$ cat config.mk
export PLATFORM = sky130hd
export DESIGN_NAME = ecpri_resp_sched
export DESIGN_NICKNAME = d
export VERILOG_FILES = /design/src/rtl/ecpri_pkg.sv /design/src/rtl/ecpri_rr_arb2.sv /design/src/rtl/ecpri_resp_sched.sv
export SDC_FILE = /design/constraint.sdc
export NUM_CORES = 1
export LEC_CHECK = 0
export CAP_MARGIN = 20
export CORE_MARGIN = 1.5
export CORE_UTILIZATION = 40
export CTS_CLUSTER_SIZE = 28
export DETAILED_ROUTE_END_ITERATION = 10
export PLACE_DENSITY = 0.75
export SYNTH_ARGS = -nofsm -noshare
export SYNTH_HDL_FRONTEND = slang
export SYNTH_SLANG_ARGS = --single-unit
export TNS_END_PERCENT = 50
$ cat constraint.sdc
create_clock -name clk -period 1.3 [get_ports clk]
set_input_delay 0.26 -clock clk [delete_from_list [all_inputs] [get_ports clk]]
set_output_delay 0.26 -clock clk [all_outputs]
set_load 0.03 [all_outputs]
$ cat src/rtl/ecpri_pkg.sv
// ecpri_pkg: constants shared by the eCPRI response scheduler and the
// transmit builder.
//   - DEFAULT_LEN_WIDTH : payload length width, also used by the builder
//   - sched_state_e     : scheduler states IDLE=0, BUILD=1, HANDOFF=2, CLEAR=3
//   - GRANT_WR/GRANT_RD : ids stored in the round-robin history bit
package ecpri_pkg;

    localparam int DEFAULT_LEN_WIDTH = 8;

    typedef enum logic [1:0] {
        IDLE    = 2'd0,
        BUILD   = 2'd1,
        HANDOFF = 2'd2,
        CLEAR   = 2'd3
    } sched_state_e;

    localparam logic GRANT_WR = 1'b0;
    localparam logic GRANT_RD = 1'b1;

endpackage

$ cat src/rtl/ecpri_rr_arb2.sv
// ecpri_rr_arb2: purely combinational two-requester round-robin arbiter.
// The caller owns the history bit (i_last_grant).
// Ports:
//   i_req[1:0]   : bit 0 = write-response request, bit 1 = read-response request
//   i_last_grant : GRANT_WR / GRANT_RD, side that won the previous grant
//   i_enable     : arbitration allowed this cycle
//   o_grant[1:0] : one-hot grant (bit 0 write, bit 1 read), 0 when none
module ecpri_rr_arb2
    import ecpri_pkg::*;
(
    input  logic [1:0] i_req,
    input  logic       i_last_grant,
    input  logic       i_enable,
    output logic [1:0] o_grant
);

    // Grant selection: a tie goes to the side that did not win last time.
    always_comb begin
        o_grant = 2'b00;
        if (i_enable) begin
            case (i_req)
                2'b01:   o_grant = 2'b01;
                2'b10:   o_grant = 2'b10;
                2'b11:   o_grant = (i_last_grant == GRANT_RD) ? 2'b01 : 2'b10;
                default: o_grant = 2'b00;
            endcase
        end else begin
            o_grant = 2'b00;
        end
    end

endmodule

$ cat src/rtl/ecpri_resp_sched.sv
// ecpri_resp_sched: schedules eCPRI remote-memory write/read responses into
// the transmit builder, hands each built packet to the MAC, then clears the
// builder before the next response.
// Optional feature macro: ECPRI_SCHED_TIMEOUT_EN (abort a BUILD that lasts
// TIMEOUT_CYCLES cycles without cpri_pkt_rdy_flg); undefined by default.
// Ports:
//   clk, reset_n                 : clock, async active-low reset
//   wr_req/wr_len/wr_ack         : write-response request, length, grant pulse
//   rd_req/rd_len/rd_ack         : read-response request, length, grant pulse
//   send_write_resp/send_read_resp/resp_payload_len : builder selection + length
//   cpri_pkt_rdy_flg             : builder has the packet complete in RAM
//   tx_clr                       : builder clear, held CLR_CYCLES cycles
//   mac_tx_req/mac_tx_done       : MAC handoff handshake
//   busy                         : state != IDLE
//   pkt_cnt                      : completed responses (wrapping)
//   timeout_err                  : one-cycle BUILD abort pulse (0 without macro)
module ecpri_resp_sched
    import ecpri_pkg::*;
#(
    parameter int LEN_WIDTH      = DEFAULT_LEN_WIDTH,
    parameter int CLR_CYCLES     = 2,
    parameter int TIMEOUT_CYCLES = 1024,
    parameter int CNT_WIDTH      = 16
) (
    input  logic                 clk,
    input  logic                 reset_n,
    input  logic                 wr_req,
    input  logic [LEN_WIDTH-1:0] wr_len,
    output logic                 wr_ack,
    input  logic                 rd_req,
    input  logic [LEN_WIDTH-1:0] rd_len,
    output logic                 rd_ack,
    output logic                 send_write_resp,
    output logic                 send_read_resp,
    output logic [LEN_WIDTH-1:0] resp_payload_len,
    input  logic                 cpri_pkt_rdy_flg,
    output logic                 tx_clr,
    output logic                 mac_tx_req,
    input  logic                 mac_tx_done,
    output logic                 busy,
    output logic [CNT_WIDTH-1:0] pkt_cnt,
    output logic                 timeout_err
);

    localparam int CLR_W = (CLR_CYCLES > 1) ? $clog2(CLR_CYCLES) : 1;

    sched_state_e         r_state, w_state_nxt;
    logic                 r_last_grant, w_last_grant_nxt;
    logic                 r_wr_ack, w_wr_ack_nxt;
    logic                 r_rd_ack, w_rd_ack_nxt;
    logic                 r_send_wr, w_send_wr_nxt;
    logic                 r_send_rd, w_send_rd_nxt;
    logic [LEN_WIDTH-1:0] r_len, w_len_nxt;
    logic                 r_tx_clr, w_tx_clr_nxt;
    logic                 r_mac_req, w_mac_req_nxt;
    logic                 r_busy, w_busy_nxt;
    logic [CNT_WIDTH-1:0] r_pkt_cnt, w_pkt_cnt_nxt;
    logic                 r_to_err, w_to_err_nxt;
    logic [CLR_W-1:0]     r_clr_cnt, w_clr_cnt_nxt;
    logic [1:0]           w_grant;

`ifdef ECPRI_SCHED_TIMEOUT_EN
    localparam int TO_W = $clog2(TIMEOUT_CYCLES + 1);
    logic [TO_W-1:0]      r_to_cnt, w_to_cnt_nxt;
`else
    logic                 w_unused_timeout;
    assign w_unused_timeout = (TIMEOUT_CYCLES == 0);
`endif

    ecpri_rr_arb2 u_arb (
        .i_req        ({rd_req, wr_req}),
        .i_last_grant (r_last_grant),
        .i_enable     (r_state == IDLE),
        .o_grant      (w_grant)
    );

    // Next-state and next-output computation for the scheduler FSM.
    always_comb begin
        w_state_nxt      = r_state;
        w_last_grant_nxt = r_last_grant;
        w_wr_ack_nxt     = 1'b0;
        w_rd_ack_nxt     = 1'b0;
        w_send_wr_nxt    = r_send_wr;
        w_send_rd_nxt    = r_send_rd;
        w_len_nxt        = r_len;
        w_tx_clr_nxt     = r_tx_clr;
        w_mac_req_nxt    = r_mac_req;
        w_pkt_cnt_nxt    = r_pkt_cnt;
        w_to_err_nxt     = 1'b0;
        w_clr_cnt_nxt    = r_clr_cnt;
`ifdef ECPRI_SCHED_TIMEOUT_EN
        w_to_cnt_nxt     = r_to_cnt;
`endif
        case (r_state)
            IDLE: begin
                if (w_grant[0]) begin
                    w_state_nxt      = BUILD;
                    w_wr_ack_nxt     = 1'b1;
                    w_send_wr_nxt    = 1'b1;
                    w_send_rd_nxt    = 1'b0;
                    w_len_nxt        = wr_len;
                    w_last_grant_nxt = GRANT_WR;
`ifdef ECPRI_SCHED_TIMEOUT_EN
                    w_to_cnt_nxt     = {TO_W{1'b0}};
`endif
                end else if (w_grant[1]) begin
                    w_state_nxt      = BUILD;
                    w_rd_ack_nxt     = 1'b1;
                    w_send_wr_nxt    = 1'b0;
                    w_send_rd_nxt    = 1'b1;
                    w_len_nxt        = rd_len;
                    w_last_grant_nxt = GRANT_RD;
`ifdef ECPRI_SCHED_TIMEOUT_EN
                    w_to_cnt_nxt     = {TO_W{1'b0}};
`endif
                end else begin
                    w_state_nxt = IDLE;
                end
            end
            BUILD: begin
                if (cpri_pkt_rdy_flg) begin
                    w_state_nxt   = HANDOFF;
                    w_mac_req_nxt = 1'b1;
                end else begin
`ifdef ECPRI_SCHED_TIMEOUT_EN
                    // r_to_cnt counts completed BUILD cycles; abort after the last allowed one.
                    if (r_to_cnt == TO_W'(TIMEOUT_CYCLES - 1)) begin
                        w_state_nxt   = CLEAR;
                        w_to_err_nxt  = 1'b1;
                        w_send_wr_nxt = 1'b0;
                        w_send_rd_nxt = 1'b0;
                        w_tx_clr_nxt  = 1'b1;
                        w_clr_cnt_nxt = CLR_W'(CLR_CYCLES - 1);
                    end else begin
                        w_to_cnt_nxt = r_to_cnt + TO_W'(1);
                    end
`else
                    w_state_nxt = BUILD;
`endif
                end
            end
            HANDOFF: begin
                if (mac_tx_done) begin
                    w_state_nxt   = CLEAR;
                    w_mac_req_nxt = 1'b0;
                    w_pkt_cnt_nxt = r_pkt_cnt + CNT_WIDTH'(1);
                    w_send_wr_nxt = 1'b0;
                    w_send_rd_nxt = 1'b0;
                    w_tx_clr_nxt  = 1'b1;
                    w_clr_cnt_nxt = CLR_W'(CLR_CYCLES - 1);
                end else begin
                    w_state_nxt = HANDOFF;
                end
            end
            CLEAR: begin
                // Down-counter loaded with CLR_CYCLES-1 so tx_clr spans exactly CLR_CYCLES cycles.
                if (r_clr_cnt == {CLR_W{1'b0}}) begin
                    w_state_nxt  = IDLE;
                    w_tx_clr_nxt = 1'b0;
                end else begin
                    w_clr_cnt_nxt = r_clr_cnt - CLR_W'(1);
                end
            end
            default: begin
                w_state_nxt   = IDLE;
                w_send_wr_nxt = 1'b0;
                w_send_rd_nxt = 1'b0;
                w_tx_clr_nxt  = 1'b0;
                w_mac_req_nxt = 1'b0;
            end
        endcase
        w_busy_nxt = (w_state_nxt != IDLE);
    end

    // State and registered-output flops.
    always_ff @(posedge clk or negedge reset_n) begin
        if (!reset_n) begin
            r_state      <= IDLE;
            r_last_grant <= GRANT_RD;
            r_wr_ack     <= 1'b0;
            r_rd_ack     <= 1'b0;
            r_send_wr    <= 1'b0;
            r_send_rd    <= 1'b0;
            r_len        <= {LEN_WIDTH{1'b0}};
            r_tx_clr     <= 1'b0;
            r_mac_req    <= 1'b0;
            r_busy       <= 1'b0;
            r_pkt_cnt    <= {CNT_WIDTH{1'b0}};
            r_to_err     <= 1'b0;
            r_clr_cnt    <= {CLR_W{1'b0}};
`ifdef ECPRI_SCHED_TIMEOUT_EN
            r_to_cnt     <= {TO_W{1'b0}};
`endif
        end else begin
            r_state      <= w_state_nxt;
            r_last_grant <= w_last_grant_nxt;
            r_wr_ack     <= w_wr_ack_nxt;
            r_rd_ack     <= w_rd_ack_nxt;
            r_send_wr    <= w_send_wr_nxt;
            r_send_rd    <= w_send_rd_nxt;
            r_len        <= w_len_nxt;
            r_tx_clr     <= w_tx_clr_nxt;
            r_mac_req    <= w_mac_req_nxt;
            r_busy       <= w_busy_nxt;
            r_pkt_cnt    <= w_pkt_cnt_nxt;
            r_to_err     <= w_to_err_nxt;
            r_clr_cnt    <= w_clr_cnt_nxt;
`ifdef ECPRI_SCHED_TIMEOUT_EN
            r_to_cnt     <= w_to_cnt_nxt;
`endif
        end
    end

    assign wr_ack           = r_wr_ack;
    assign rd_ack           = r_rd_ack;
    assign send_write_resp  = r_send_wr;
    assign send_read_resp   = r_send_rd;
    assign resp_payload_len = r_len;
    assign tx_clr           = r_tx_clr;
    assign mac_tx_req       = r_mac_req;
    assign busy             = r_busy;
    assign pkt_cnt          = r_pkt_cnt;
    assign timeout_err      = r_to_err;

endmodule

==> run_results.csv, run 1 <==
group,metric,value,unit
run_status,status,"complete, but fails checks",
run_status,violations,"setup timing",
drt,dr.pass1.iters,4,
synth,synthesis.nets,161,
synth,synth.distinct_cells,30,
die,die_h,64.7,um
critical_path,start_kind,"register",
cts,cts.htree.levels,2,
sta,skew,4.34,ps
cts,cts_tree,"yes",
critical_path,crit_path_end_kind,"register",
die,core,3660,sq um
global_routing,grt_pass1_vias,1293,
synth,ys_warn_count,0,
cells_and_area,drive_gt1_frac,0.396,
power,leakage,1.17,nW
synth,yosys.area.top_type_share,0.559,
critical_path,rrSetupSlack,-50,ps
flow_run,maxCapViolCount,0,
power,peakVddDrop,1240,uV
cts,path_clk_slew,70,ps
synth,syn_area_per_cell,11.0,sq um
critical_path,reg2reg_depth,5,
sta,rsz0062_at_grt,"yes",
synth,synth_edf_count,0,
critical_path,crit_fanout,5,
cells_and_area,layout.nets,239,
cts,cts_buffers,5,
critical_path,cp_data_arrival_time,1540,ps
drt,dr.first_iter.drc_count,50,
cells_and_area,antennaDiodeCount,0,
place,port_buffers,52,
cells_and_area,syn_to_final_growth,58.1,%
critical_path,path_delay_family,"simple AND/OR/NAND/NOR gates",
cts,numClockSinks,35,
drt,via_count,1281,
sta,finalHoldViolCount,0,
drt,drc,0,
sta,setup_violations,3,
cts,cts-hold-fix-buffers,0,
die,fp.dieW,64.7,um
synth,ys_seq_elements,35,
synth,synth-async-reset-ratio,1.00,
global_routing,antenna_found_initial,0,
drt,highest_layer,"met4",
cts,clockBufferDepth,2,
synth,synth_area_leaders,"dfrtp_1, xnor2_1, mux2i_1",
power,powerDensity,2010,nW/um^2
sta,period_share,1.04,
sta,worst_slack,-50.1,ps
drt,dr_wl_met2,1.85,mm
die,start_util,0.416,
critical_path,crit_buf_inv,0,
synth,synth-main-ff-cell,"dfrtp_1",
place,dp_hpwl,2.54,mm
global_routing,grt_overflow,0,
sta,fin_crit,1350,ps
critical_path,r2r-end,"pkt_cnt[8]",
critical_path,cpMaxStageDelayCell,"dfrtp_2",
critical_path,r2r-start,"pkt_cnt[0]",
drt,met1_length,1.48,mm
die,rows,22,
critical_path,cp.required,1490,ps
synth,seq_area_frac_synth,0.576,
die,boundaryPins,54,
drt,wl_met3,274,um
cts,cts-root-buf,"clkbuf_8",
synth,yosysTopAreaCell,"dfrtp_1",
cells_and_area,nFillCells,300,
critical_path,max_stage_delay,420,ps
die,die_area,4190,sq um
synth,netlist_instances,138,
synth,synth_area,1520,sq um
drt,wl_per_cell,13.8,um
cells_and_area,fin_util,0.658,
global_routing,grt_start_max_net_pins,36,
sta,clock.fmax,0.741,GHz
drt,wl,3.66,mm
global_routing,grt_pass1_wl,5.75,mm
drt,drtAntennaViolNets,0,
global_routing,track_usage,0.185,
critical_path,worstPathCellList,"ha_4 > nand4b_1 > nor2_4 > nand4_1 > xnor2_1",
drt,viasPerCell,4.83,
critical_path,crit_type,"register to register",
worst_hold_path,holdCritPathClass,"input pin to async pin",
cts,clk-insertion-delay-late,280,ps
sta,finalMaxSlewViolations,0,
place,gp_congestion,0.898,
place,preCtsSetupSlack,-385,ps
metrics by stage:
step | cell area (sq um) | setup TNS (ps) | total power [mW] | hold WS [ps] | std cells
2_1_floorplan | 1550 | -132 | 2.99 | -35.6 | 138
5_1_grt | 2410 | -785 | 5.15 | 361 | 265
3_5_place_dp | 2190 | -6240 | 3.93 | 472 | 249
4_1_cts | 2340 | -45.1 | 4.86 | 353 | 260
3_3_place_gp | 2190 | -5070 | 3.86 | 463 | 249
6_report | 2410 | -73.9 | 4.84 | 351 | 265
per-layer routing:
metal | vias up | track usage
met3 | 5 | 0.0781
li1 | 619 | -
met1 | 605 | 0.203
met2 | 52 | 0.312
met4 | 0 | 0.0798
met5 | - | 0
cell families after synthesis:
logic type / count (synthesis) / synth area share
other: 1 / 0.00246
adders and majority gates: 1 / 0.00822
AOI/OAI and AO/OA: 18 / 0.0649
DFF: 35 / 0.576
and+or+nand+nor: 49 / 0.166
xor gates and xnor gates: 15 / 0.0863
buffers and inverters: 10 / 0.0361
muxes: 9 / 0.0600
how the worst max path moves through the flow:
stage / start / end / slack (ps) / cells after the start
2_1_floorplan: pkt_cnt[0] / pkt_cnt[8] / -40 / 5
3_3_place_gp: mac_tx_done / pkt_cnt[8] / -320 / 5
3_5_place_dp: mac_tx_done / pkt_cnt[8] / -380 / 5
4_1_cts: pkt_cnt[1] / pkt_cnt[8] / -50 / 5
5_1_grt: pkt_cnt[1] / pkt_cnt[8] / -140 / 5
6_report: pkt_cnt[0] / pkt_cnt[8] / -50 / 5
report_power, final:
| group | switching [mW] | internal (mW) | total (mW) | leakage (nW) |
|---|---|---|---|---|
| Clock | 0.370 | 0.483 | 0.853 | 0.0515 |
| Sequential | 0.294 | 1.46 | 1.76 | 0.431 |
| Combinational | 1.25 | 0.984 | 2.23 | 0.690 |
cells in the mapped netlist (2+ instances only):
| master | n |
|---|---|
| inv_1 | 4 |
| nand3_1 | 10 |
| mux2i_1 | 8 |
| nand4_1 | 2 |
| xor2_1 | 4 |
| o21ai_0 | 11 |
| xnor2_1 | 11 |
| nand2_1 | 20 |
| nand2b_1 | 2 |
| a21oi_1 | 4 |
| dfrtp_1 | 34 |
| buf_2 | 2 |
| nor2_1 | 7 |
| and3_1 | 2 |
| buf_4 | 2 |
what timing repair did:
action                                 in CTS  in global routing
buffers inserted                            3                  5
endpoints found under the hold margin       0                  0
setup endpoints to repair                  30                 27
pin swaps                                   6                  6
resized for setup                          27                 26
sequential cells by signal, summed over array words and instances, names as in the netlist:
name	cells
resp_payload_len	8
rd_ack	1
r_state	2
send_write_resp	1
tx_clr	1
send_read_resp	1
mac_tx_req	1
wr_ack	1
pkt_cnt	16
r_last_grant	1
busy	1
r_clr_cnt	1
cell usage in the layout, fill, tap and decap left out, types with 5 or more instances in the layout:
cell	instances
nand2_1	19
clkdlybuf4s50_1	20
xnor2_1	11
dfrtp_2	8
clkdlybuf4s15_1	5
clkbuf_8	7
dfrtp_1	26
clkbuf_2	5
mux2i_1	7
buf_4	39
nand3_1	6
o21ai_1	7
cell type report:
cell class              instances  area (sq um)  share of cell area
multi-input cells              93           672               0.279
repair buffers                 77           673               0.280
flip-flops and latches         35           887               0.369
well taps                      48          60.1              0.0249
clock buffers                   8           100              0.0416
inverters                       4          15.0             0.00624
Note: power is estimated with default switching activity, not from simulation.
==> run 2: changes to the inputs <==
Settings changed: CAP_MARGIN 20 to 30, CTS_CLUSTER_DIAMETER from default to 40, SETUP_SLACK_MARGIN from default to 0.02.
==> run 2 against run 1 <==
Net effect: the flow still finishes with violations (setup timing); worst hold slack got worse by 10 ps; power rose by 4.7%; cell count fell by 1.5%; largest cell class unchanged; largest power group unchanged; highest routed layer unchanged.
==> run_results.csv, run 2 (synthesis results as in run 1) <==
group,metric,value,unit
run_status,status,"complete, but fails checks",
run_status,violations,"setup timing",
cts,cts-root-buf,"clkbuf_8",
global_routing,grt_pass1_vias,1295,
place,port_buffers,52,
power,power.total,5.07,mW
power,peakVddDrop,1100,uV
cells_and_area,final_cell_mix,"buf_4, dfrtp_1, clkdlybuf4s50_1",
power,leakage,1.17,nW
die,boundaryPins,54,
drt,dr.first_iter.drc_count,40,
place,gp_congestion,0.835,
die,die_h,64.7,um
cts,cts.htree.levels,2,
cts,cts_tree,"yes",
sta,setup_violations,3,
worst_hold_path,holdCritPathClass,"input pin to async pin",
cts,clockBufferDepth,2,
critical_path,start_kind,"register",
cells_and_area,layout_commonest_cell,"buf_4",
cells_and_area,antennaDiodeCount,0,
die,die_area,4190,sq um
cts,numClockSinks,35,
global_routing,grt_pass1_wl,5.72,mm
cells_and_area,nFillCells,301,
drt,dr.pass1.iters,4,
place,dp_hpwl,2.47,mm
sta,finalMaxSlewViolations,0,
sta,skew,4.74,ps
flow_run,maxCapViolCount,0,
drt,wl,3.42,mm
power,clock_power_share,0.196,
cells_and_area,layout.nets,235,
power,p_int,3.14,mW
critical_path,crit_fanout,5,
die,core,3660,sq um
global_routing,track_usage,0.181,
critical_path,cp.required,1510,ps
sta,fin_crit,1350,ps
critical_path,crit_type,"register to register",
drt,drc,0,
die,start_util,0.416,
sta,worst_hold_slack,341,ps
die,rows,22,
drt,drtAntennaViolNets,0,
power,swShare,0.380,
die,fp.dieW,64.7,um
cts,cts_buffers,5,
cts,clk-insertion-delay-late,290,ps
cells_and_area,drive_gt1_frac,0.385,
drt,via_count,1264,
power,power_frac_comb,0.455,
global_routing,antenna_found_initial,0,
critical_path,cp_data_arrival_time,1550,ps
sta,fin_tns_setup,-62.0,ps
sta,finalHoldViolCount,0,
cells_and_area,syn_to_final_growth,60.1,%
global_routing,grt_start_max_net_pins,36,
sta,clock.fmax,0.743,GHz
cts,path_clk_slew,70,ps
global_routing,grt_overflow,0,
sta,rsz0062_at_grt,"yes",
power,switchingPower,1.93,mW
sta,worst_slack,-46.7,ps
power,pwr-share-seq,0.348,
power,powerDensity,2080,nW/um^2
critical_path,crit_path_end_kind,"register",
cts,cts-hold-fix-buffers,0,
drt,wl_per_cell,13.1,um
cells_and_area,largest_register_ffs,16,
drt,viasPerCell,4.84,
cells_and_area,fin_util,0.666,
sta,period_share,1.04,
## run 2: cell count changes in the layout (fill, tap and decap cells not counted), sizes merged
cell,delta
clkbuf,-6
buf,-4
clkdlybuf4s15,+4
bufinv,+1
clkdlybuf4s50,+1
clkinv,+1
dlygate4sd2,-1
## run 2: critical path: stages (launching register included)
cell	delay (ps)
dfrtp_1	400
buf_4	150
nand3b_4	100
nor3_4	270
and3_1	210
xor2_1	140
## run 2: repair_timing
item                                    4_1_cts  5_1_grt
endpoints found under the setup margin       27       23
resized for setup                            30       23
pin swaps                                     5        7
gates cloned                                  0        1
buffers inserted                              1        2
## run 2: power by group through the flow
stage	Clock [mW]	Sequential [mW]	Combinational [mW]
2_1_floorplan	0	2.25	0.739
3_3_place_gp	0	1.74	2.10
3_5_place_dp	0	1.76	2.15
4_1_cts	1.03	1.76	2.14
5_1_grt	1.07	1.81	2.50
6_report	0.995	1.77	2.31
## run 2: layout make-up
cell class	count	area, sq um	area share
well taps	48	60.1	0.0246
inverters	4	15.0	0.00616
multi-input cells	93	654	0.268
clock buffers	6	82.6	0.0339
repair buffers	73	701	0.287
clock inverters	2	35.0	0.0144
flip-flops and latches	35	890	0.365
## run 2: per-stage QoR
step	instance area (sq um)	cells	setup WS, ps
floorplan	1550	138	-41.7
global placement	2190	249	-326
detailed placement	2190	249	-372
CTS	2330	258	-23.3
global route	2440	261	-82.8
finish	2440	261	-46.7
## run 2: path summary, 6_finish.rpt
check / startpoint / endpoint / slack (ps) / depth (start not counted)
worst max-delay path: r_state[1] / pkt_cnt[7] / -50 / 5
worst max register to register: r_state[1] / pkt_cnt[7] / -50 / 5
min in group clk: pkt_cnt[15] / pkt_cnt[15] / 480 / 1
max in group asynchronous: reset_n / r_last_grant / 720 / 2
worst min register to register: pkt_cnt[15] / pkt_cnt[15] / 480 / 1
worst min-delay path: reset_n / pkt_cnt[3] / 340 / 2
## run 2: routing by layer
layer / routed length (um) / global-route usage / up-vias
met5: 0 / 0 / -
met4: 65 / 0.0824 / 0
met3: 322 / 0.0764 / 6
met2: 1680 / 0.300 / 58
met1: 1350 / 0.200 / 592
li1: - / - / 608
